**config.mk**
```make
export PLATFORM = sky130hd
export DESIGN_NAME = ps2_host_tx
export DESIGN_NICKNAME = d
export VERILOG_FILES = /design/src/rtl/ps2_pkg.sv /design/src/rtl/ps2_edge_filter.sv /design/src/rtl/ps2_host_tx.sv
export SDC_FILE = /design/constraint.sdc
export NUM_CORES = 1
export LEC_CHECK = 0
export CAP_MARGIN = 30
export CELL_PAD_IN_SITES_DETAIL_PLACEMENT = 0
export CELL_PAD_IN_SITES_GLOBAL_PLACEMENT = 1
export CORE_MARGIN = 2
export CORE_UTILIZATION = 35
export DETAILED_ROUTE_END_ITERATION = 8
export HOLD_SLACK_MARGIN = 0.03
export PLACE_DENSITY = 0.75
export SYNTH_ARGS = -nofsm -noshare
export SYNTH_HDL_FRONTEND = slang
export SYNTH_HIERARCHICAL = 1
export SYNTH_SLANG_ARGS = --single-unit
export TNS_END_PERCENT = 30
```
**constraint.sdc**
```tcl
create_clock -name clk -period 1.7 [get_ports clk]
set_input_delay 0.34 -clock clk [delete_from_list [all_inputs] [get_ports clk]]
set_output_delay 0.34 -clock clk [all_outputs]
set_load 0.1 [all_outputs]
```
**src/rtl/ps2_pkg.sv**
```systemverilog
// Shared PS/2 definitions: host transmitter state encoding, command bytes and frame builder.
package ps2_pkg;

  typedef enum logic [2:0] {
    IDLE      = 3'd0,
    RTS       = 3'd1,
    START     = 3'd2,
    DATA      = 3'd3,
    STOP      = 3'd4,
    ACK       = 3'd5,
    WAIT_IDLE = 3'd6
  } state_t;

  localparam logic [7:0] CMD_SET_LED = 8'hED;
  localparam logic [7:0] CMD_ENABLE  = 8'hF4;
  localparam logic [7:0] ACK_BYTE    = 8'hFA;

  // Nine-bit shift word {odd parity, data}; data LSB leaves first.
  function automatic logic [8:0] frame_word(input logic [7:0] data);
    return {~^data, data};
  endfunction

endpackage

```
**src/rtl/ps2_edge_filter.sv**
```systemverilog
// PS/2 clock conditioner: 2-FF synchronizer, FILT_LEN-sample level filter, falling-edge tick.
module ps2_edge_filter #(
  parameter int FILT_LEN = 4
) (
  input  logic clk,
  input  logic rst,
  input  logic line_in,
  output logic level,
  output logic fall_tick
);

  localparam int CW = $clog2(FILT_LEN + 1);
  localparam logic [CW-1:0] CNT_LAST = CW'(FILT_LEN - 1);
  localparam logic [CW-1:0] CNT_ONE  = CW'(1);

  logic [1:0]    sync;
  logic [CW-1:0] cnt;

  // Bring the pad level into the clk domain.
  always_ff @(posedge clk or negedge rst) begin
    if (!rst) begin
      sync <= 2'b11;
    end else begin
      sync <= {sync[0], line_in};
    end
  end

  // Accept a new level only after FILT_LEN consecutive differing samples.
  always_ff @(posedge clk or negedge rst) begin
    if (!rst) begin
      level     <= 1'b1;
      cnt       <= {CW{1'b0}};
      fall_tick <= 1'b0;
    end else if (sync[1] == level) begin
      cnt       <= {CW{1'b0}};
      fall_tick <= 1'b0;
    end else if (cnt == CNT_LAST) begin
      level     <= sync[1];
      cnt       <= {CW{1'b0}};
      fall_tick <= level;
    end else begin
      cnt       <= cnt + CNT_ONE;
      fall_tick <= 1'b0;
    end
  end

endmodule

```
**src/rtl/ps2_host_tx.sv**
```systemverilog
// PS/2 host-to-device command transmitter (request-to-send, 11-bit frame, ACK check).
// Optional device-clock watchdog enabled by defining PS2_HOST_TX_TIMEOUT_EN.
module ps2_host_tx
  import ps2_pkg::*;
#(
  parameter int INHIBIT_CYC = 5000,
  parameter int FILT_LEN    = 4,
  parameter int TIMEOUT_CYC = 750000
) (
  input  logic       clk,
  input  logic       rst,
  input  logic       wr_ps2,
  input  logic [7:0] din,
  input  logic       ps2c_in,
  input  logic       ps2d_in,
  output logic       ps2c_oe,
  output logic       ps2d_oe,
  output logic       tx_idle,
  output logic       tx_done_tick,
  output logic       tx_ack_err
);

  localparam int INH_W = $clog2(INHIBIT_CYC + 1);
  localparam logic [INH_W-1:0] INH_LOAD = INH_W'(INHIBIT_CYC - 1);
  localparam logic [INH_W-1:0] INH_ONE  = INH_W'(1);
  localparam logic [INH_W-1:0] INH_ZERO = {INH_W{1'b0}};

  state_t           state, state_next;
  logic [8:0]       shift, shift_next;
  logic [3:0]       bit_cnt, bit_cnt_next;
  logic [INH_W-1:0] inh_cnt, inh_next;
  logic             c_oe_next, d_oe_next, done_next, err_next;
  logic             c_level, fall_tick, timeout;
  logic [1:0]       d_sync;

  ps2_edge_filter #(.FILT_LEN(FILT_LEN)) u_clk_filter (
    .clk      (clk),
    .rst      (rst),
    .line_in  (ps2c_in),
    .level    (c_level),
    .fall_tick(fall_tick)
  );

  // Data line only needs synchronizing: it is sampled on filtered clock edges.
  always_ff @(posedge clk or negedge rst) begin
    if (!rst) begin
      d_sync <= 2'b11;
    end else begin
      d_sync <= {d_sync[0], ps2d_in};
    end
  end

`ifdef PS2_HOST_TX_TIMEOUT_EN
  localparam int WD_W = $clog2(TIMEOUT_CYC + 1);
  localparam logic [WD_W-1:0] WD_LIMIT = WD_W'(TIMEOUT_CYC - 1);
  localparam logic [WD_W-1:0] WD_ONE   = WD_W'(1);

  logic [WD_W-1:0] wd_cnt;
  logic            wd_active;

  assign wd_active = (state inside {START, DATA, STOP, ACK, WAIT_IDLE});
  // Done already pending means the abort is in flight; do not fire twice.
  assign timeout   = wd_active && !tx_done_tick && !fall_tick && (wd_cnt == WD_LIMIT);

  // Watchdog restarts on entry to START and on every device clock edge.
  always_ff @(posedge clk or negedge rst) begin
    if (!rst) begin
      wd_cnt <= {WD_W{1'b0}};
    end else if ((state == RTS) || fall_tick) begin
      wd_cnt <= {WD_W{1'b0}};
    end else if (wd_active) begin
      wd_cnt <= wd_cnt + WD_ONE;
    end else begin
      wd_cnt <= {WD_W{1'b0}};
    end
  end
`else
  assign timeout = 1'b0;
  if (TIMEOUT_CYC > 0) begin : g_no_watchdog
  end
`endif

  // Next-state and next-output logic.
  always_comb begin
    state_next   = state;
    shift_next   = shift;
    bit_cnt_next = bit_cnt;
    inh_next     = inh_cnt;
    c_oe_next    = ps2c_oe;
    d_oe_next    = ps2d_oe;
    done_next    = 1'b0;
    err_next     = tx_ack_err;
    if (timeout) begin
      // WAIT_IDLE with done pending returns to IDLE next cycle.
      c_oe_next  = 1'b0;
      d_oe_next  = 1'b0;
      err_next   = 1'b1;
      done_next  = 1'b1;
      state_next = WAIT_IDLE;
    end else begin
      case (state)
        IDLE: begin
          c_oe_next = 1'b0;
          d_oe_next = 1'b0;
          if (wr_ps2) begin
            shift_next = frame_word(din);
            err_next   = 1'b0;
            inh_next   = INH_LOAD;
            c_oe_next  = 1'b1;
            state_next = RTS;
          end else begin
            state_next = IDLE;
          end
        end
        RTS: begin
          if (inh_cnt == INH_ZERO) begin
            c_oe_next  = 1'b0;
            d_oe_next  = 1'b1;
            state_next = START;
          end else begin
            inh_next  = inh_cnt - INH_ONE;
            c_oe_next = 1'b1;
            // Pull data low during the last inhibit cycle so the start bit meets the clock release.
            d_oe_next = (inh_cnt == INH_ONE);
          end
        end
        START: begin
          c_oe_next = 1'b0;
          if (fall_tick) begin
            d_oe_next    = ~shift[0];
            shift_next   = {1'b0, shift[8:1]};
            bit_cnt_next = 4'd8;
            state_next   = DATA;
          end else begin
            d_oe_next = 1'b1;
          end
        end
        DATA: begin
          if (fall_tick) begin
            if (bit_cnt == 4'd0) begin
              d_oe_next  = 1'b0;
              state_next = STOP;
            end else begin
              d_oe_next    = ~shift[0];
              shift_next   = {1'b0, shift[8:1]};
              bit_cnt_next = bit_cnt - 4'd1;
            end
          end else begin
            state_next = DATA;
          end
        end
        STOP: begin
          if (fall_tick) begin
            state_next = ACK;
          end else begin
            state_next = STOP;
          end
        end
        ACK: begin
          if (fall_tick) begin
            err_next   = d_sync[1];
            state_next = WAIT_IDLE;
          end else begin
            state_next = ACK;
          end
        end
        WAIT_IDLE: begin
          c_oe_next = 1'b0;
          d_oe_next = 1'b0;
          // Done pulses while still here, so a same-cycle wr_ps2 is ignored.
          if (tx_done_tick) begin
            state_next = IDLE;
          end else if (c_level && d_sync[1]) begin
            done_next = 1'b1;
          end else begin
            done_next = 1'b0;
          end
        end
        default: begin
          c_oe_next  = 1'b0;
          d_oe_next  = 1'b0;
          state_next = IDLE;
        end
      endcase
    end
  end

  // State and registered outputs; reset releases both lines immediately.
  always_ff @(posedge clk or negedge rst) begin
    if (!rst) begin
      state        <= IDLE;
      shift        <= 9'd0;
      bit_cnt      <= 4'd0;
      inh_cnt      <= INH_ZERO;
      ps2c_oe      <= 1'b0;
      ps2d_oe      <= 1'b0;
      tx_idle      <= 1'b1;
      tx_done_tick <= 1'b0;
      tx_ack_err   <= 1'b0;
    end else begin
      state        <= state_next;
      shift        <= shift_next;
      bit_cnt      <= bit_cnt_next;
      inh_cnt      <= inh_next;
      ps2c_oe      <= c_oe_next;
      ps2d_oe      <= d_oe_next;
      tx_idle      <= (state_next == IDLE);
      tx_done_tick <= done_next;
      tx_ack_err   <= err_next;
    end
  end

endmodule
```
# After elaboration in Yosys (flattened, before gate mapping)
# Cells that the tools add are included.
# Widths: inputs -> output; s select.
dict set report op_classes {
  add_sub_neg 3
  eq_ne 15
  n_mux 39
  n_bitwise 3
  n_reduce_logical 18
}
# cell count
set op_table {}
lappend op_table {{$mux 9} 4}
lappend op_table {{$pmux 9 s3} 1}
lappend op_table {{$mux 13} 2}
lappend op_table {{$pmux 13 s2} 1}
lappend op_table {{$mux 3} 7}
lappend op_table {{$pmux 3 s7} 1}
lappend op_table {{$mux 1} 15}
lappend op_table {{$eq 13x1->1 const B} 1}
lappend op_table {{$logic_not 13->1} 1}
lappend op_table {{$sub 13x1->13 const B} 1}
lappend op_table {{$mux 4} 3}
lappend op_table {{$eq 3x2->1 const B} 3}
lappend op_table {{$eq 3x3->1 const B} 3}
lappend op_table {{$pmux 4 s2} 1}
lappend op_table {{$reduce_xnor 8->1} 1}
lappend op_table {{$logic_not 3->1} 2}
lappend op_table {{$ne 2x1->1 const B} 3}
lappend op_table {{$ne 2x2->1 const B} 3}
lappend op_table {{$reduce_and 3->1} 2}
lappend op_table {{$reduce_bool 2->1} 3}
lappend op_table {{$reduce_and 5->1} 1}
lappend op_table {{$logic_not 4->1} 1}
lappend op_table {{$pmux 1 s4} 1}
lappend op_table {{$reduce_and 2->1} 2}
lappend op_table {{other kinds (13)} 15}
dict set report word_totals {
  register_bits 43
  input_bits 13
  out_inout_bits 5
  elab_cells 92
}

# Longest topological paths before layout
# Gate-level depths: netlist of run 1.
dict set report logic_depth {
  depth_word 5
  depth_mapped 7
}

# Hierarchy
# Netlist of run 1, hierarchy kept.
# module instances cells_per_inst area_each_um2 seq_area_each_um2
set modules_own_cells {}
lappend modules_own_cells {ps2_host_tx 1 217 1983.2 904.6}
lappend modules_own_cells {ps2_edge_filter 1 15 254.0 178.9}

# Worst setup path after synthesis of run 1
# OpenSTA, ideal clock, no wires.
dict set report synth_timing {
  path_type {register to register}
  start {register state[1]}
  end {register inh_cnt[11]}
  t_arrival_ns 1.672
  slack_ns -0.050
  stages_incl_launch_ff 5
  period_less_slack_ns 1.750
  path_cell_list {dfrtp_1 > or3b_1 > a311o_1 > or4_1 > a21oi_1}
}
dict set report synth_between {
  elab_chain_cells 3
  elab_cells_between_ends 7
  cone_classes {eq/ne (3); mux (1); reduce/logical (3)}
}
# item line
set synth_rtl {}
lappend synth_rtl {{from (decl)} ps2_host_tx.sv:28} ;# state_t state, state_next;
lappend synth_rtl {{from (signal assigned)} ps2_host_tx.sv:201} ;# state <= state_next;
lappend synth_rtl {{$eq 3x1->1 / $logic_not 3->1 (equally long branches)} ps2_host_tx.sv:101} ;# case (state)
lappend synth_rtl {{$ne 2x2->1 (no source line) / $reduce_bool 2->1 (equally long branches)} n/a}
lappend synth_rtl {{$reduce_and 3->1 (no source line)} n/a}
lappend synth_rtl {{to (signal assigned)} ps2_host_tx.sv:204} ;# inh_cnt <= inh_next;
lappend synth_rtl {{to (decl)} ps2_host_tx.sv:31} ;# logic [INH_W-1:0] inh_cnt, inh_next;
# Parallel ways exist; a longest one is shown, timed or not.
# A chain may end at the register's enable or synchronous reset.

# Final worst setup path of run 1
dict set report layout_timing {
  start {register inh_cnt[3]}
  end {register inh_cnt[7]}
}
dict set report layout_between {
  elab_chain_cells 3
  elab_cells_between_ends 6
  cone_classes {add/sub (1); eq/ne (1); mux (2); reduce/logical (2)}
}
# item line
set layout_rtl {}
lappend layout_rtl {{$sub 13x1->13 / $logic_not 13->1 (equally long branches)} {ps2_host_tx.sv:121, ps2_host_tx.sv:116}}
lappend layout_rtl {{$mux 13 / $ne 2x2->1 (equally long branches)} n/a}
lappend layout_rtl {{$pmux 13 s2 / $reduce_and 3->1 (equally long branches)} n/a}
# Parallel ways exist; a longest one is shown, timed or not. The select of a mux whose other input is x is not followed.

==> results of run 1 <==
[layout make-up]
cell class                 instances  share of cell area [%]
clock inverter                     3                   0.830
multi-input combinational        173                    40.7
sequential                        43                    35.9
clock buffer                       5                    2.28
tap                               77                    3.20
inverter                           8                   0.996
timing repair buffer              51                    16.1
[kinds of logic (layout without fill, tap and decap cells)]
| group | count (synthesis) | in the layout | share of synthesized area [%] |
|---|---|---|---|
| AND/OR/NAND/NOR | 103 | 103 | 24.8 |
| AO/OA/AOI/OAI | 44 | 45 | 12.5 |
| flip-flops | 43 | 43 | 48.4 |
| buffers and inverters | 17 | 67 | 2.91 |
| XOR/XNOR | 10 | 10 | 3.92 |
| multiplexers | 9 | 9 | 4.08 |
| adder cells (fa/ha/maj) | 6 | 6 | 3.36 |
[where the power goes]
group	switching (mW)	internal (mW)
clock network	0.366	0.293
logic	0.0803	0.101
registers	0.0350	1.08
total	0.482	1.47
[critical path, delay by kind of cell, from the launching register on]
family           cells  cell delay [ns]
AND/OR/NAND/NOR      2             1.05
AO/OA/AOI/OAI        2             0.20
flip-flops           1             0.41
[metrics by stage]
stage / hold WS [ns] / setup TNS, ns
6_report: 0.364 / -0.141
5_1_grt: 0.369 / -0.574
4_1_cts: 0.365 / -0.557
3_5_place_dp: 0.326 / -5.25
3_3_place_gp: 0.328 / -4.20
2_1_floorplan: 0.0444 / -0.100
[layer usage]
metal	global-route usage, %	vias up
met2	23.1	25
met3	3.07	8
met1	22.8	940
met4	5.13	0
li1	-	934
met5	0	-
[cell usage after synthesis, types with 2 or more instances]
library cell	count	area (µm²)
nand2b_1	2	12.5
nor3b_1	2	15.0
ha_1	6	75.1
nand3b_1	2	15.0
nand3_1	8	40.0
mux2i_1	8	80.1
dfrtp_1	37	926
or3_1	2	12.5
dfstp_2	6	158
a21o_1	2	15.0
o31ai_1	4	30.0
xor2_1	2	17.5
xnor2_1	8	70.1
nand4_1	2	12.5
nor3_1	6	30.0
a31oi_1	9	56.3
inv_1	8	30.0
nor2_1	19	71.3
or4_1	6	45.0
a21oi_1	9	45.0
nor4b_1	2	17.5
and3_1	2	12.5
nor2b_1	2	12.5
clkbuf_1	8	30.0
nand2_1	34	128
nor4_1	3	18.8
o21ai_0	9	45.0
[flip-flops by register name (all words and copies together), names as in the netlist, 2 cells and up]
signal / cells
inh_cnt: 13
shift: 9
u_clk_filter/sync: 2
u_clk_filter/cnt: 3
d_sync: 2
state: 3
bit_cnt: 4
[final timing paths]
check | start | to | cells after the start
min in group asynchronous | rst | ps2c_oe | 2
max reg2reg | inh_cnt[3] | inh_cnt[7] | 4
min | d_sync[0] | d_sync[1] | 0
min reg2reg | d_sync[0] | d_sync[1] | 0
max | inh_cnt[3] | inh_cnt[7] | 4
max in group asynchronous | rst | u_clk_filter/level | 3
[repair_timing]
| action | CTS | global route |
|---|---|---|
| hold endpoints to repair | 17 | 0 |
| hold buffers | 1 | 0 |
| setup buffers | 2 | 2 |
| cloned | 1 | 0 |
| setup endpoints to repair | 22 | 27 |
| pin swaps | 6 | 5 |
| resized for setup | 8 | 25 |
==> results.toml, run 1 <==
[cts]
cts-root-buf = "clkbuf_8"
h-tree-depth = 2
clk_latency_ns = 0.30
clk_pin_slew_worst_paths_ns = 0.09
clock_path_buffers = 2
clock-sinks = 43
cts_tree = "done"
cts_made_buffers = 5

[worst_setup_path]
path_max_fanout = 3
rrSetupSlack_ns = -0.07
crit_top_cell = "or4_4"
cpMaxStageDelayCell = "or4_4"
cp_cell_sequence = "or4_4 -> or4_4 -> a21oi_2 -> o21ai_1"
max_stage_delay_ns = 0.56
critical_path_class = "reg2reg"
cp-start-kind = "register"
arrival_ns = 1.96
critPathCaptureType = "register"
cp.required_ns = 1.89

[layout]
fill_cells = 599
most-common-layout-cells = "dfrtp_1, nand2_1, buf_4"
area_delta_synth_final_pct = 34.7
utilization_pct = 48.0
seq_area_um2 = 1080
antenna_cells = 0
layout.nets = 301
final_common_cell = "dfrtp_1"
multiInputGateArea_um2 = 1230
drive_gt1_share_pct = 30.4
final_cells = 360
fin_area_um2 = 3010

[hold_path]
hp-class = "reg2reg"

[power]
power.leakage_nw = 1.23
vdd_drop_max_v = 0.000515
fin_total_pwr_mw = 1.96
power_density_nw_per_um2 = 649

[floorplanning]
placementRows = 29
start_util_pct = 35.6
ioPinCount = 18
chipWidth_um = 84.0
fp.dieH_um = 84.0
core-area_um2 = 6280
die_area_um2 = 7050

[drt]
routed-wl-met2_um = 2390
vias = 1907
drt_pass1_iterations = 4
ant_nets = 0
met1_length_um = 2560
wirelength_um = 5190
dr_wl_met3_um = 147
via_per_inst = 5.30
drc = 0
highest_layer = "met4"
wire_per_inst_um = 14.4
drt_iter0_markers = 141

[timing]
setup_violations = 4
slew_headroom_pct = 69.1
worst_pin_slew_ns = 0.464
fin_crit_ns = 1.77
report.final.slew_viol_count = 0
clock-skew-final_ns = 0.00663
hold_viol_final = 0
period_share_pct = 104
fmax_mhz = 564
rsz0062_at_grt = "true"
setup_ws_ns = -0.0719

[global_route]
antenna_found_initial = 0
grt_pass1_vias = 1881
overflow = 0
grt_pass1_wl_um = 8930
gr-usage-all-layers_pct = 15.6
grt_max_degree = 22

[yosys]
ys_async_sr_fraction_pct = 100
yosysWarnings = 6
yosysSeqAreaShare_pct = 48.4
syn_area_per_cell_um2 = 9.64
syn-cell-area_um2 = 2240
synth-seq-cells = 43
synthCells = 232
syn_nets = 251
synth_edf_count = 0
synthFlopType = "dfrtp_1"
synth_cell_types = 51

[placement]
place.gp.congestion = 0.795
place_ws_ns = -0.365
hpwl_um = 3560
dpl_cell_area_um2 = 2730
dp.cells = 346
portBuffers = 17

[run_status]
violations = "setup timing"
status = "finished, violations left"

[job]
maxCapViolCount = 0
Note: power is estimated with default switching activity, not from simulation.
==> run 2, diff against run 1 <==
--- a/config.mk
+++ b/config.mk
@@ -15,6 +15,5 @@
 export PLACE_DENSITY = 0.75
 export SYNTH_ARGS = -nofsm -noshare
 export SYNTH_HDL_FRONTEND = slang
-export SYNTH_HIERARCHICAL = 1
 export SYNTH_SLANG_ARGS = --single-unit
 export TNS_END_PERCENT = 30
==> run 2 against run 1 <==
Compared with the run above:
- the flow still finishes with violations (setup timing)
- power up 12%
- setup slack better by 0.0076 ns
- wire length increased by 2.8%
- maximum frequency increased by 0.43%
- synthesized cell count decreased by 2.6%
- clock skew shrank 0.00051 ns
- global-route usage shrank 0.26 points
- count of clock-buffer cells in the layout grew 1
- critical path depth is 2 higher
- register-to-register slack is essentially flat
- worst hold slack worse by 0.0014 ns
- final cell count is 3.1% higher
==> results.toml, run 2 <==
[run_status]
status = "finished, violations left"
violations = "setup timing"

[layout]
utilization_pct = 50.6
fill_cells = 577
drive_gt1_share_pct = 35.0
antenna_cells = 0
reg.largest.list = "inh_cnt: 13 flops, shift: 9 flops, bit_cnt: 4 flops"
final_common_cell = "buf_4"
most-common-layout-cells = "buf_4, dfrtp_1, nand2_1"
largest_reg_flops = 13
multiInputGateArea_um2 = 1210
area_delta_synth_final_pct = 41.2
seq_area_um2 = 1090
top_register = "inh_cnt"
layout.nets = 312

[power]
power.leakage_nw = 1.35
fin_total_pwr_mw = 2.20
vdd_drop_max_v = 0.000485
power_density_nw_per_um2 = 688

[timing]
setup_ws_ns = -0.0643
slew_headroom_pct = 75.7
setup_violations = 3
hold_viol_final = 0
fin_tns_setup_ns = -0.150
fmax_mhz = 567
rsz0062_at_grt = "true"
worst_pin_slew_ns = 0.361
period_share_pct = 104
fin_crit_ns = 1.76
clock-skew-final_ns = 0.00612
report.final.slew_viol_count = 0

[worst_setup_path]
max_stage_delay_ns = 0.40
critical_path_class = "reg2reg"
cp_cell_sequence = "inv_2 -> ha_4 -> nor3b_4 -> nand4_1 -> a21oi_2 -> mux2_4"
path_max_fanout = 3
cp.required_ns = 1.89
critPathCapture = "inh_cnt[1]"
critPathCaptureType = "register"
cpMaxStageDelayCell = "dfrtp_1"
reg2reg_depth = 6
cp-start-kind = "register"
reg2reg_from = "inh_cnt[1]"
arrival_ns = 1.96
critPathLaunch = "inh_cnt[1]"
rrSetupSlack_ns = -0.06
r2r_end = "inh_cnt[1]"

[drt]
wire_per_inst_um = 14.4
via_per_inst = 5.26
drc = 0
vias = 1950
drt_pass1_iterations = 4
wirelength_um = 5330
drt_iter0_markers = 84
ant_nets = 0

[yosys]
syn-cell-area_um2 = 2260
syn_nets = 245
synth_edf_count = 0
synth_cell_types = 54
synth-seq-cells = 43
yosys.area.top_type_share_pct = 41.0
yosysWarnings = 0
synthFlopType = "dfrtp_1"
yosysTopAreaCell = "dfrtp_1"
synth.most_common_cell = "dfrtp_1"
synthCells = 226
syn_area_per_cell_um2 = 10.0
yosysSeqAreaShare_pct = 47.9
synthTopCellsByArea = "dfrtp_1, dfstp_2, nand2_1"
synthTopCellsByCount = "dfrtp_1, nand2_1, nor2_1"
ys_async_sr_fraction_pct = 100

[global_route]
gr-usage-all-layers_pct = 15.3
overflow = 0
grt_max_degree = 44
grt_pass1_wl_um = 8770
grt_pass1_vias = 1825
antenna_found_initial = 0

[cts]
clk_latency_ns = 0.30
clock-sinks = 43
clk_pin_slew_worst_paths_ns = 0.09
clock_path_buffers = 2
cts_tree = "done"
h-tree-depth = 2
cts_made_buffers = 5
cts-root-buf = "clkbuf_8"

[floorplanning]
start_util_pct = 35.8
chipWidth_um = 84.4
placementRows = 29
fp.dieH_um = 84.4
die_area_um2 = 7120
ioPinCount = 18
core-area_um2 = 6310

[placement]
place.gp.congestion = 0.830
portBuffers = 17
hpwl_um = 3550

[hold_path]
whs_path_depth = 0
hp-class = "reg2reg"

[job]
maxCapViolCount = 0
## run 2: cell count changes after synthesis, moves of 3 or more
cell	delta
or4_1	-3
nand2_1	-8
buf_2	+5
nor3b_1	+4
clkbuf_1	-6
o21ai_0	+4
mux2i_1	-4
## run 2: metrics by stage
stage / setup slack [ns] / hold WS [ns] / std cells / cell area [µm²]
3_5_place_dp: -0.200 / 0.339 / 354 / 2870
6_report: -0.0643 / 0.362 / 371 / 3190
5_1_grt: -0.172 / 0.365 / 371 / 3190
2_1_floorplan: -0.0712 / 0.0444 / 226 / 2270
4_1_cts: -0.0371 / 0.364 / 366 / 3060
3_3_place_gp: -0.167 / 0.333 / 354 / 2870
## run 2: per-layer routing
| metal | share of wire [%] | GRT usage (%) | up-vias |
|---|---|---|---|
| met5 | 0 | 0 | - |
| met4 | 1.0 | 4.33 | 0 |
| met3 | 3.5 | 2.65 | 5 |
| met2 | 48 | 24.7 | 38 |
| met1 | 47 | 21.3 | 950 |
| li1 | - | - | 957 |
## run 2: area by class of cell
class                      instances  share of cell area (%)
timing repair buffer              69                    20.3
sequential                        43                    34.1
multi-input combinational        167                    38.0
tap                               77                    3.02
clock buffer                       6                    2.59
clock inverter                     2                    1.10
inverter                           7                   0.823
## run 2: how the worst min path moves through the flow
| stage | from | slack [ns] | to |
|---|---|---|---|
| after floorplan | rst | 0.04 | bit_cnt[0] |
| after global placement | rst | 0.33 | inh_cnt[5] |
| after detailed placement | rst | 0.34 | inh_cnt[5] |
| after CTS | u_clk_filter.sync[0] | 0.36 | u_clk_filter.sync[1] |
| after global routing | d_sync[0] | 0.37 | d_sync[1] |
| final | u_clk_filter.sync[0] | 0.36 | u_clk_filter.sync[1] |
## run 2: timing repair
item                                    4_1_cts  5_1_grt
endpoints found under the setup margin       18       24
hold buffers                                  1        0
gates cloned                                  0        0
buffers inserted                              3        5
pin swaps                                     5        9
endpoints found under the hold margin        37        0
gates resized for setup                      10       18
## run 2: worst max-delay path, delay by kind of cell (launching register included)
kind / cells / cell delay, ns
simple gates: 2 / 0.41
flops: 1 / 0.40
mux: 1 / 0.32
compound gates: 1 / 0.29
fa+ha+maj: 1 / 0.14
buf+inv: 1 / 0.09
## run 2: cells by family (layout without fill, tap and decap cells)
family,after synthesis,after routing,share of synthesized area [%]
xor gates and xnor gates,8,8,3.10
and+or+nand+nor,98,98,25.6
muxes,6,6,2.77
adders and majority gates,6,6,3.32
buffers and inverters,16,84,3.32
DFF,43,43,47.9
AOI/OAI and AO/OA,49,49,14.0
## run 2: report_power, final
| part | internal [mW] | switching [mW] | total [mW] |
|---|---|---|---|
| combinational | 0.120 | 0.0976 | 0.218 |
| clock | 0.476 | 0.372 | 0.848 |
| sequential | 1.09 | 0.0409 | 1.13 |
==> run 3, diff against run 2 <==
--- a/config.mk
+++ b/config.mk
@@ -10,9 +10,11 @@
 export CELL_PAD_IN_SITES_GLOBAL_PLACEMENT = 1
 export CORE_MARGIN = 2
 export CORE_UTILIZATION = 35
+export CTS_CLUSTER_DIAMETER = 120
 export DETAILED_ROUTE_END_ITERATION = 8
 export HOLD_SLACK_MARGIN = 0.03
 export PLACE_DENSITY = 0.75
+export SETUP_SLACK_MARGIN = 0.15
 export SYNTH_ARGS = -nofsm -noshare
 export SYNTH_HDL_FRONTEND = slang
 export SYNTH_SLANG_ARGS = --single-unit
==> run 3 against run 2 <==
Compared with the run above:
- the flow still finishes with violations (setup timing)
- sequential power is essentially flat
- critical path type unchanged
- core utilization grew 0.24 points
- combinational power fell by 3%
- largest power group unchanged
- global-route usage shrank 0.13 points
- worst hold slack worse by 0.0044 ns
- count of clock-buffer cells in the layout unchanged
- wire length decreased by 3.5%
- die area did not move
- final area is 0.47% higher
==> results.toml, run 3 (synthesis gave the netlist of run 2 again) <==
[drt]
via_per_inst = 5.16
drc = 0
drt_iter0_markers = 63
drt_pass1_iterations = 4
wirelength_um = 5150
ant_nets = 0
wire_per_inst_um = 14.0
vias = 1900

[power]
power.leakage_nw = 1.33
fin_total_pwr_mw = 1.99
power_density_nw_per_um2 = 622
vdd_drop_max_v = 0.000348

[global_route]
grt_max_degree = 44
antenna_found_initial = 0
grt_pass1_wl_um = 8760
overflow = 0
grt_pass1_vias = 1880
gr-usage-all-layers_pct = 15.2

[timing]
fin_tns_setup_ns = -0.00139
hold_viol_final = 0
fmax_mhz = 588
setup_ws_ns = -0.00139
worst_pin_slew_ns = 0.409
rsz0062_at_grt = "true"
period_share_pct = 100
setup_violations = 1
clock-skew-final_ns = 0.00681
report.final.slew_viol_count = 0
fin_crit_ns = 1.70
slew_headroom_pct = 72.6

[layout]
layout.nets = 309
antenna_cells = 0
utilization_pct = 50.8
top_register = "inh_cnt"
area_delta_synth_final_pct = 41.8
drive_gt1_share_pct = 38.1
reg.largest.list = "inh_cnt: 13 flops, shift: 9 flops, bit_cnt: 4 flops"
largest_reg_flops = 13
most-common-layout-cells = "buf_4, dfrtp_1, nand2_1"
final_common_cell = "buf_4"

[job]
maxCapViolCount = 0

[floorplanning]
die_area_um2 = 7120
placementRows = 29
core-area_um2 = 6310
chipWidth_um = 84.4
fp.dieH_um = 84.4
start_util_pct = 35.8
ioPinCount = 18

[placement]
place_ws_ns = -0.201
portBuffers = 17
hpwl_um = 3660
place.gp.congestion = 0.821

[cts]
clk_pin_slew_worst_paths_ns = 0.08
clock_path_buffers = 2
clk_latency_ns = 0.30
cts_tree = "done"
h-tree-depth = 2
clock-sinks = 43
cts_made_buffers = 5
cts-root-buf = "clkbuf_8"

[worst_setup_path]
critical_path_class = "reg2reg"
critPathCaptureType = "register"
reg2reg_depth = 5
arrival_ns = 1.89
cp.required_ns = 1.88
path_max_fanout = 6
cp-start-kind = "register"

[run_status]
violations = "setup timing"
status = "finished, violations left"

[hold_path]
hp-class = "reg2reg"
whs_path_depth = 0
## run 3: changes by cell type in the layout (fill, tap and decap cells not counted), moves of 2 or more
cell,change
buf_12,-2
buf_4,-8
buf_6,+7
inv_1,-2
a21oi_2,+3
inv_2,+2
or4_4,-2
a21oi_1,-3
or4_1,+2
ha_4,+2
nor3_1,-2
## run 3: worst paths after layout
kind                                   endpoint  slack, ns            startpoint
hold / removal             u_clk_filter.sync[1]       0.36  u_clk_filter.sync[0]
max in group asynchronous               tx_idle       0.87                   rst
setup reg to reg                     inh_cnt[1]     -0.001            inh_cnt[5]
hold reg to reg            u_clk_filter.sync[1]       0.36  u_clk_filter.sync[0]
setup / recovery                     inh_cnt[1]     -0.001            inh_cnt[5]
min in group asynchronous            inh_cnt[6]       0.54                   rst
## run 3: area by class of cell
cell class | instances | area, µm²
clock buffer | 6 | 72.6
clock inverter | 2 | 12.5
fill | 611 | 3110
tap | 77 | 96.3
multi-input combinational | 167 | 1280
sequential | 43 | 1090
inverter | 7 | 26.3
timing repair buffer | 66 | 631
## run 3: repair_timing
item                                    4_1_cts  5_1_grt
endpoints found under the setup margin       30       29
pin swaps                                    10       18
resized for setup                            18       23
hold buffers                                  1        0
buffers inserted                              7        3
endpoints found under the hold margin        37        0
## run 3: power breakdown
group / switching (mW) / internal (mW)
sequential: 0.0418 / 1.09
clock: 0.365 / 0.288
combinational: 0.0939 / 0.118
## run 3: per-stage QoR
step	cell area [µm²]	std cells	hold WS (ns)
6_report	3210	368	0.358
4_1_cts	3090	365	0.360
3_5_place_dp	2880	349	0.337
2_1_floorplan	2330	226	0.0444
3_3_place_gp	2880	349	0.336
5_1_grt	3210	368	0.361
## run 3: critical path, cell delays in order (launching register included)
cell	delay, ns
dfrtp_1	0.41
nor4_4	0.28
buf_6	0.17
nand4_1	0.14
a21oi_2	0.26
mux2_4	0.32
## run 3: layer usage
layer	track usage, %	part of all wire [%]
met5	0	0
met4	4.76	1.2
met3	3.34	3.4
met2	25.0	48
met1	20.0	47
